==> src/rtl/alu_mul_sequencer.sv <==
// Multi-cycle shift-add multiplier with pipeline-stall control for the EX-stage ALU.
// Optional build macro MUL_EARLY_TERM_EN ends RUN as soon as the remaining multiplier is zero.
module alu_mul_sequencer #(
    parameter int         WIDTH    = 32,
    parameter logic [2:0] MUL_CODE = 3'd5
) (
    input  logic             clk_i,
    input  logic             rst_i,
    input  logic             valid_i,
    input  logic [2:0]       ALUCtrl_i,
    input  logic [WIDTH-1:0] data1_i,
    input  logic [WIDTH-1:0] data2_i,
    input  logic             flush_i,
    output logic             stall_o,
    output logic             busy_o,
    output logic             done_o,
    output logic [WIDTH-1:0] result_o
);

    localparam int CNT_W = $clog2(WIDTH) + 1;
    localparam logic [CNT_W-1:0] LAST_CNT = CNT_W'(WIDTH - 1);

    typedef enum logic [1:0] {
        S_IDLE,
        S_RUN,
        S_DONE
    } state_t;

    state_t           state_q, state_d;
    logic [WIDTH-1:0] acc_q, acc_d;
    logic [WIDTH-1:0] mcand_q, mcand_d;
    logic [WIDTH-1:0] mplier_q, mplier_d;
    logic [WIDTH-1:0] result_q, result_d;
    logic [CNT_W-1:0] count_q, count_d;
    logic             start;

    assign start = valid_i && (ALUCtrl_i == MUL_CODE) && (state_q == S_IDLE) && !flush_i;

    always_ff @(posedge clk_i) begin
        if (rst_i) begin
            state_q  <= S_IDLE;
            acc_q    <= '0;
            mcand_q  <= '0;
            mplier_q <= '0;
            result_q <= '0;
            count_q  <= '0;
        end else begin
            state_q  <= state_d;
            acc_q    <= acc_d;
            mcand_q  <= mcand_d;
            mplier_q <= mplier_d;
            result_q <= result_d;
            count_q  <= count_d;
        end
    end

    always_comb begin
        state_d  = state_q;
        acc_d    = acc_q;
        mcand_d  = mcand_q;
        mplier_d = mplier_q;
        result_d = result_q;
        count_d  = count_q;
        case (state_q)
            S_IDLE: begin
                if (start) begin
                    mcand_d  = data1_i;
                    mplier_d = data2_i;
                    acc_d    = '0;
                    count_d  = '0;
                    state_d  = S_RUN;
                end
            end
            S_RUN: begin
                if (flush_i) begin
                    state_d = S_IDLE;
                end else
`ifdef MUL_EARLY_TERM_EN
                if (mplier_q == '0) begin
                    // No set bits remain: acc already holds the full product.
                    state_d  = S_DONE;
                    result_d = acc_q;
                end else
`endif
                begin
                    if (mplier_q[0]) begin
                        acc_d = acc_q + mcand_q;
                    end
                    mcand_d  = mcand_q << 1;
                    mplier_d = mplier_q >> 1;
                    count_d  = count_q + 1'b1;
                    // count_q == WIDTH-1 marks the WIDTH-th iteration.
                    if (count_q == LAST_CNT) begin
                        state_d  = S_DONE;
                        result_d = acc_d;
                    end
                end
            end
            S_DONE: begin
                state_d = S_IDLE;
            end
            default: begin
                state_d = S_IDLE;
            end
        endcase
    end

    // Stall drops in DONE so the pipeline captures result_o that cycle.
    assign stall_o  = start || (state_q == S_RUN);
    assign busy_o   = (state_q == S_RUN);
    assign done_o   = (state_q == S_DONE);
    assign result_o = result_q;

endmodule
==> config.mk <==
export PLATFORM = sky130hd
export DESIGN_NAME = alu_mul_sequencer
export DESIGN_NICKNAME = d
export VERILOG_FILES = /design/src/rtl/alu_mul_sequencer.sv
export SDC_FILE = /design/constraint.sdc
export NUM_CORES = 1
export LEC_CHECK = 0
export BUFFER_PORTS_ARGS = -buffer_cell sky130_fd_sc_hd__buf_2
export CAP_MARGIN = 10
export CORE_AREA = 2 2 128 130
export DETAILED_ROUTE_END_ITERATION = 12
export DIE_AREA = 0 0 130 132
export GPL_TIMING_DRIVEN = 0
export PLACE_DENSITY = 0.67
export SYNTH_ARGS = -nofsm -noshare
export SYNTH_HDL_FRONTEND = slang
export SYNTH_SLANG_ARGS = --single-unit
==> constraint.sdc <==
create_clock -name clk_i -period 2.63 [get_ports clk_i]
set_input_delay 0.3945 -clock clk_i [delete_from_list [all_inputs] [get_ports clk_i]]
set_output_delay 0.3945 -clock clk_i [all_outputs]
set_load 0.02 [all_outputs]
Word level (Yosys, flattened, before mapping)
Index checks and enable logic that the tools add are counted.
- input port bits: 71
- logic and storage cells: 43
- output and inout bits: 35
- register bits: 136
- eq/ne operators: 7
- bitwise logic cells: 1
- multiplexer cells: 17
- add/subtract/negate cells: 2
- reduce and logical (&&, ||, !) cells: 10
- operator list (kind ; count):
    $mux W32 ; 7
    $pmux W32 S2 ; 3
    $add A32 B32 Y32 ; 1
    $mux W6 ; 2
    $pmux W6 S2 ; 1
    $add A6 B1 Y6 const B ; 1
    $eq A6 B5 Y1 const B ; 1
    $mux W2 ; 3
    $reduce_and A3 Y1 ; 2
    $ne A2 B2 Y1 const B ; 2
    $pmux W2 S2 ; 1
    $eq A3 B3 Y1 const B ; 1
    $logic_and A1 B1 Y1 ; 3
    $ne A3 B2 Y1 const B ; 1
    $eq A2 B1 Y1 const B ; 1
    $eq A2 B2 Y1 const B ; 1
    $logic_not A2 Y1 ; 1
    $reduce_and A2 Y1 ; 1
    $reduce_bool A2 Y1 ; 1
    $logic_not A1 Y1 ; 1
    $logic_or A1 B1 Y1 ; 1
    $not A1 Y1 ; 1

Longest topological paths before layout
Gate-level depths: netlist of run 1.
- depth in word-level cells: 6
- mapped depth: 11

Least setup slack after synthesis of run 1
OpenSTA, ideal clock, no wires.
- kind: reg-to-reg
- from: register acc_q[0]
- to: register result_q[26], in the netlist result_o[26]
- stages on the path, launching flop included: 12
- clock period less this slack: 2.699 ns
- library setup time: 0.070 ns
- path buffers: 0
- data arrival time: 2.629 ns
- path slack: -0.069 ns
- path through: dfxtp_1 > ha_1 > fa_1 > a211oi_2 > o21bai_2 > o2111ai_4 > a31oi_4 > a21oi_4 > o21ai_4 > a31oi_4 > mux2_1 > a21oi_1
- longest elaborated chain between the ends: 2
- ends and longest elaborated chain (item ; line ; source):
    start: declaration ; 30 ; logic [WIDTH-1:0] acc_q, acc_d;
    start signal: assignment ; 42 ; acc_q <= '0;
    start signal: assignment ; 49 ; acc_q <= acc_d;
    $add A32 B32 Y32 ; 87 ; acc_d = acc_q + mcand_q;
    $mux W32 ; 86 ; if (mplier_q[0]) begin
    end signal: assignment ; 52 ; result_q <= result_d;
    end: declaration ; 33 ; logic [WIDTH-1:0] result_q, result_d;
No other way between the ends.
A chain may end at the register's enable or synchronous reset.

Final worst setup path of run 1
- from: register mcand_q[0]
- to: register result_q[26], in the netlist result_o[26]
- longest elaborated chain between the ends: 2
- ends and longest elaborated chain (item ; line ; source):
    start: declaration ; 31 ; logic [WIDTH-1:0] mcand_q, mcand_d;
    start signal: assignment ; 50 ; mcand_q <= mcand_d;
    $add A32 B32 Y32 ; 87 ;
    $mux W32 ; 86 ;
No other way between the ends.

==> results of run 1 <==
-- layout make-up --
type	count	area, µm²
Buffer	61	249
Clock buffer	18	439
Clock inverter	14	138
Fill cell	1478	6890
Inverter	8	30.0
Multi-Input combinational cell	648	4300
Sequential cell	136	2730
Tap cell	216	270
Timing Repair Buffer	123	671
-- through the flow --
| step | cells | instance area [µm²] |
|---|---|---|
| 4_1_cts | 1214 | 8630 |
| 2_1_floorplan | 853 | 7110 |
| 3_5_place_dp | 1173 | 7900 |
| 6_report | 1224 | 8820 |
| 3_3_place_gp | 1173 | 7900 |
| 5_1_grt | 1224 | 8820 |
-- synth_stat cells (11+ instances only) --
library cell	number	share of area
sky130_fd_sc_hd__a211oi_1	29	0.031
sky130_fd_sc_hd__o21ai_0	25	0.018
sky130_fd_sc_hd__clkbuf_1	49	0.026
sky130_fd_sc_hd__nand2_1	104	0.055
sky130_fd_sc_hd__a31oi_1	12	0.011
sky130_fd_sc_hd__ha_1	32	0.056
sky130_fd_sc_hd__mux2i_1	26	0.037
sky130_fd_sc_hd__nor3_1	11	0.0077
sky130_fd_sc_hd__nor2_1	84	0.044
sky130_fd_sc_hd__a21o_1	11	0.012
sky130_fd_sc_hd__dfxtp_1	136	0.38
sky130_fd_sc_hd__xor2_1	15	0.018
sky130_fd_sc_hd__a22oi_1	62	0.065
sky130_fd_sc_hd__xnor2_1	16	0.020
sky130_fd_sc_hd__a21oi_1	113	0.080
sky130_fd_sc_hd__nand3_1	18	0.013
-- placed cells by master, fill, tap and decap left out, drive strengths merged, types with 4 or more instances in the layout --
master / count
a21oi: 116
o31ai: 5
o211ai: 4
o21ai: 37
xor2: 15
and4: 4
nor2: 84
a211oi: 32
nand4: 9
clkinvlp: 4
buf: 135
dfxtp: 136
o21bai: 4
clkinv: 5
nand3: 18
a22oi: 62
nor3: 11
a31oi: 15
nand2: 104
ha: 32
clkbuf: 67
inv: 12
mux2i: 26
xnor2: 16
a21o: 11
nor4: 4
-- per-layer routing --
metal	vias up	routed length, µm	global-route usage
met5	-	0	0
met2	216	10000	0.386
li1	3399	-	-
met4	0	789	0.116
met1	3284	9800	0.338
met3	60	1170	0.0483
-- logic make-up (layout without fill, tap and decap cells) --
family                     after synthesis  count (layout)
AOI/OAI and AO/OA                      304             304
and+or+nand+nor                        253             253
DFF                                    136             136
buffers and inverters                   69             224
adders and majority gates               33              33
xor gates and xnor gates                31              31
muxes                                   27              27
-- worst max-delay path: cells and delay by family, from the launching register on --
kind            cells  cell delay [ns]
compound gates      8             1.48
fa+ha+maj           2             0.51
flops               1             0.35
mux                 1             0.33
-- worst paths after layout --
| path | from | to | slack, ns | depth (start not counted) |
|---|---|---|---|---|
| worst min register to register | mplier_q[12] | mplier_q[12] | 0.45 | 2 |
| worst min-delay path | data2_i[31] | mplier_q[31] | 0.20 | 3 |
| worst max-delay path | mcand_q[0] | result_o[26] | -0.11 | 11 |
| worst max register to register | mcand_q[0] | result_o[26] | -0.11 | 11 |
-- state kept, by name, indices dropped and copies added (netlist names) --
signal and flops:
mplier_q 32, result_o 32, count_q 6, acc_q 32, state_q 2, mcand_q 32
-- timing repair --
action / CTS / global route
pin swaps: 24 / 21
resized for setup: 19 / 30
endpoints found under the setup margin: 25 / 58
setup buffers: 9 / 10
hold endpoints to repair: 0 / 0
-- power breakdown --
part | internal, mW | leakage [nW] | total, mW | switching [mW]
clock network | 1.34 | 0.272 | 2.35 | 1.01
registers | 2.08 | 1.10 | 2.09 | 0.0143
logic | 0.0814 | 2.05 | 0.216 | 0.135
==> flow_metrics.env, run 1 <==
export IMPL_placement_setup_worst_slack_ns=-0.257
export IMPL_gr_total_overflow=0
export IMPL_critical_path_cell_chain="ha_4, fa_2, a211oi_2, o21bai_2, o2111ai_4, a31oi_4, a21oi_4, o21ai_4, a31oi_4, mux2_4, a21oi_2"
export IMPL_start_kind="flop"
export IMPL_fraction_of_layout_instances_using_a_drive_strength_above_1=0.212
export IMPL_globalRouteTotalUtil=0.251
export IMPL_detail_route_wl_per_cell_um=17.8
export IMPL_cts_hold_buffers=0
export IMPL_cts_tree="done"
export IMPL_layout_min_cycle_time_ns=2.74
export IMPL_synthAdderAreaFrac=0.0591
export IMPL_post_dp_hpwl_um=15400
export IMPL_ys_ff_latch=136
export IMPL_cp_slowest_cell="sky130_fd_sc_hd__dfxtp_4"
export IMPL_cts_root_to_sink_buffers=2
export IMPL_drtAntennaViolNets=0
export IMPL_first_global_vias=6422
export IMPL_die_height_um=132
export IMPL_final_critical_path_setup_slack_ns=-0.115
export IMPL_post_synth_cell_area_avg_um2=8.33
export IMPL_p_total_mw=4.66
export IMPL_worst_slew_pin_transition_ns=0.889
export IMPL_first_pass_iters=5
export IMPL_setup_viol=8
export IMPL_synth_lib_cells_used_distinct=61
export IMPL_fp_dieArea_um2=17200
export IMPL_failed_checks="negative setup slack"
export IMPL_skew_ns=0.0107
export IMPL_run_status="finished, violations left"
export IMPL_most_frequent_cp_cell="sky130_fd_sc_hd__a31oi_4"
export IMPL_final_max_slew_violation_count=0
export IMPL_largest_net_degree_at_the_start_of_global_routing=17
export IMPL_slew_headroom=0.407
export IMPL_mappedNetlistArea_um2=7110
export IMPL_synth_sequential_area_ratio=0.383
export IMPL_final_net_count=1099
export IMPL_initial_core_util=0.452
export IMPL_synth_warnings=0
export IMPL_yosys_mux_area_fraction=0.0382
export IMPL_dr_total_vias=6959
export IMPL_worst_hold_slack_ns=0.198
export IMPL_vdd_drop_max_mv=0.484
export IMPL_antenna_found_initial=0
export IMPL_antennaDiodeCount=0
export IMPL_critPathKind="flop to flop"
export IMPL_maxCapViolations=0
export IMPL_areaGrowthSynthToFinish_pct=24.1
export IMPL_clk_pin_slew_worst_paths_ns=0.06
export IMPL_synth_edff_count=0
export IMPL_final_hold_viol_count=0
export IMPL_place_gp_congestion=0.944
export IMPL_chipWidth_um=130
export IMPL_setup_tns_ns=-0.431
export IMPL_cp_max_fo=3
export IMPL_timing_critical_path_required_ns=3.00
export IMPL_timing_fmax_mhz=364
export IMPL_hp_class="input port to flop"
export IMPL_synth_compound_area_frac=0.287
export IMPL_cts_inserted_buffers=17
export IMPL_floorplan_rows=46
export IMPL_port_buffers=104
export IMPL_cts_htree_levels=4
export IMPL_core_area_um2=15700
export IMPL_endpoint_kind="flop"
export IMPL_grt_pass1_wl_um=33700
export IMPL_share_of_synthesized_registers_carrying_an_async_set_or_reset=0
export IMPL_rsz0062_at_grt="true"
export IMPL_synthSimpleGateAreaFrac=0.156
export IMPL_synth_xor_area_frac=0.0382
export IMPL_ys_dominant_reg_cell="sky130_fd_sc_hd__dfxtp_1"
export IMPL_synth_cells=853
export IMPL_cellLeakagePower_nw=3.42
export IMPL_cp_data_arrival_time_ns=3.11
export IMPL_power_density_nw_per_um2=528
export IMPL_fin_crit_sh=1.04
export IMPL_synth_top_family_by_area="compound AO/OA/AOI/OAI gates"
export IMPL_drt_vias_per_instance=5.69
export IMPL_synth_net_count=957
export IMPL_fin_util=0.561
export IMPL_worst_skew_pair_late_latency_ns=0.44
export IMPL_root_buffer="sky130_fd_sc_hd__clkbuf_16"
export IMPL_slowest_delay_ns=0.35
export IMPL_drt_initial_drc_count=502
export IMPL_wirelength_um=21800
export IMPL_pin_count=106
export IMPL_drt_drc_violations_left=0
export IMPL_cts_sinks=136
No activity file was read; power rests on OpenSTA's default activity.
==> inputs of run 2 (changes only) <==
- CORE_AREA: 2 2 128 130 -> 3 3 129 131
- DIE_AREA: 0 0 130 132 -> 0 0 132 134
- TNS_END_PERCENT: not set -> 5
==> flow_metrics.env, run 2 (synthesis results as in run 1) <==
export IMPL_maxCapViolations=0
export IMPL_reg2reg_from="mcand_q[0]"
export IMPL_reg2reg_depth=11
export IMPL_floorplan_rows=46
export IMPL_first_pass_iters=5
export IMPL_cp_data_arrival_time_ns=3.19
export IMPL_timing_critical_path_required_ns=2.98
export IMPL_drt_vias_per_instance=5.73
export IMPL_dr_total_vias=6952
export IMPL_core_area_um2=15700
export IMPL_setup_viol=15
export IMPL_most_frequent_cp_cell="sky130_fd_sc_hd__a31oi_4"
export IMPL_cellLeakagePower_nw=3.39
export IMPL_worst_skew_pair_late_latency_ns=0.43
export IMPL_cts_inserted_buffers=17
export IMPL_die_height_um=134
export IMPL_grt_pass1_wl_um=34000
export IMPL_fin_util=0.558
export IMPL_gr_total_overflow=0
export IMPL_reg2reg_to="result_o[26]"
export IMPL_failed_checks="negative setup slack"
export IMPL_final_net_count=1088
export IMPL_drt_drc_violations_left=0
export IMPL_drtAntennaViolNets=0
export IMPL_hp_class="input port to flop"
export IMPL_critical_path_top_delay_family="compound AO/OA/AOI/OAI gates"
export IMPL_drt_initial_drc_count=644
export IMPL_cts_sinks=136
export IMPL_final_hold_viol_count=0
export IMPL_cts_root_to_sink_buffers=2
export IMPL_power_density_nw_per_um2=572
export IMPL_fp_dieArea_um2=17700
export IMPL_worstHoldEndpoint="mcand_q[0]"
export IMPL_root_buffer="sky130_fd_sc_hd__clkbuf_16"
export IMPL_cts_tree="done"
export IMPL_largest_net_degree_at_the_start_of_global_routing=17
export IMPL_number_of_placed_instances_taps_included=1173
export IMPL_worst_slew_pin_transition_ns=0.918
export IMPL_antennaDiodeCount=0
export IMPL_p_total_mw=5.01
export IMPL_start_kind="flop"
export IMPL_mostFrequentLayoutCells="133 x sky130_fd_sc_hd__dfxtp_1, 110 x sky130_fd_sc_hd__buf_2, 110 x sky130_fd_sc_hd__a21oi_1, 104 x sky130_fd_sc_hd__nand2_1, 83 x sky130_fd_sc_hd__nor2_1"
export IMPL_globalRouteTotalUtil=0.240
export IMPL_chipWidth_um=132
export IMPL_initial_core_util=0.452
export IMPL_slowest_delay_ns=0.39
export IMPL_slew_headroom=0.386
export IMPL_fraction_of_layout_instances_using_a_drive_strength_above_1=0.192
export IMPL_clk_pin_slew_worst_paths_ns=0.06
export IMPL_cts_htree_levels=4
export IMPL_critical_path_cell_count=11
export IMPL_detail_route_wl_per_cell_um=18.0
export IMPL_timing_fmax_mhz=353
export IMPL_critical_path_cell_chain="ha_4, fa_2, a211oi_4, o21bai_2, o2111ai_4, a31oi_4, a21oi_4, o21ai_4, a31oi_4, mux2_4, a21oi_1"
export IMPL_antenna_found_initial=0
export IMPL_rsz0062_at_grt="true"
export IMPL_holdPathStages=3
export IMPL_areaGrowthSynthToFinish_pct=23.3
export IMPL_skew_ns=0.0118
export IMPL_place_gp_congestion=0.933
export IMPL_final_cells=1213
export IMPL_pin_count=106
export IMPL_endpoint_kind="flop"
export IMPL_vdd_drop_max_mv=0.447
export IMPL_reg2reg_setup_slack_ns=-0.21
export IMPL_post_dp_hpwl_um=15600
export IMPL_layout_commonest_cell="sky130_fd_sc_hd__dfxtp_1"
export IMPL_cp_max_fo=3
export IMPL_layout_min_cycle_time_ns=2.84
export IMPL_first_global_vias=6602
export IMPL_cts_hold_buffers=0
export IMPL_fin_crit_sh=1.08
export IMPL_wirelength_um=21900
export IMPL_final_max_slew_violation_count=0
export IMPL_final_critical_path_setup_slack_ns=-0.207
export IMPL_min_delay_start="data1_i[0]"
export IMPL_port_buffers=104
export IMPL_setup_tns_ns=-1.63
export IMPL_cp_buffers_inverters=0
export IMPL_critPathKind="flop to flop"
export IMPL_cp_slowest_cell="sky130_fd_sc_hd__fa_2"
export IMPL_run_status="finished, violations left"
[run 2: worst max path at each step]
stage	from	endpoint	slack, ns
after floorplan	acc_q[0]	result_o[26]	0.02
after global placement	mcand_q[0]	result_o[26]	-0.26
after detailed placement	mcand_q[0]	result_o[26]	-0.28
after CTS	mcand_q[0]	acc_q[24]	-0.22
after global routing	mcand_q[0]	result_o[26]	-0.31
final	mcand_q[0]	result_o[26]	-0.21
[run 2: final cells by class]
type                    count  area, µm²
clock inverters            12        208
repair buffers            112        581
flip-flops and latches    136       2730
inverters                   8       30.0
multi-input cells         648       4250
fillers                  1491       6950
plain buffers              61        246
well taps                 216        270
clock buffers              20        457
[run 2: layer usage]
| metal | track usage | part of all wire | routed length [µm] | vias to the layer above |
|---|---|---|---|---|
| li1 | - | - | - | 3386 |
| met4 | 0.0823 | 0.023 | 507 | 0 |
| met5 | 0 | 0 | 0 | - |
| met1 | 0.310 | 0.45 | 9780 | 3303 |
| met3 | 0.0518 | 0.061 | 1330 | 34 |
| met2 | 0.399 | 0.47 | 10200 | 229 |
[run 2: timing repair]
item | CTS | global route
endpoints found under the setup margin | 26 | 42
buffers inserted | 4 | 4
resized for setup | 15 | 17
pin swaps | 17 | 14
[run 2: through the flow]
stage,hold slack (ns),area [µm²],worst slack [ns]
finish,0.207,8760,-0.207
global route,0.210,8760,-0.308
CTS,0.201,8660,-0.224
detailed placement,0.446,7900,-0.283
global placement,0.442,7900,-0.256
floorplan,0.436,7110,0.0158
[run 2: report_power, final]
group | total (mW) | internal [mW] | switching (mW)
combinational | 0.214 | 0.0804 | 0.134
clock | 2.71 | 1.75 | 0.957
sequential | 2.09 | 2.08 | 0.0149
total | 5.01 | 3.91 | 1.11
[run 2: worst register-to-register path, delay by kind of cell, from the launching register on]
kind | cells | cell delay (ns)
compound gates | 8 | 1.52
mux | 1 | 0.33
flops | 1 | 0.35
fa+ha+maj | 2 | 0.58
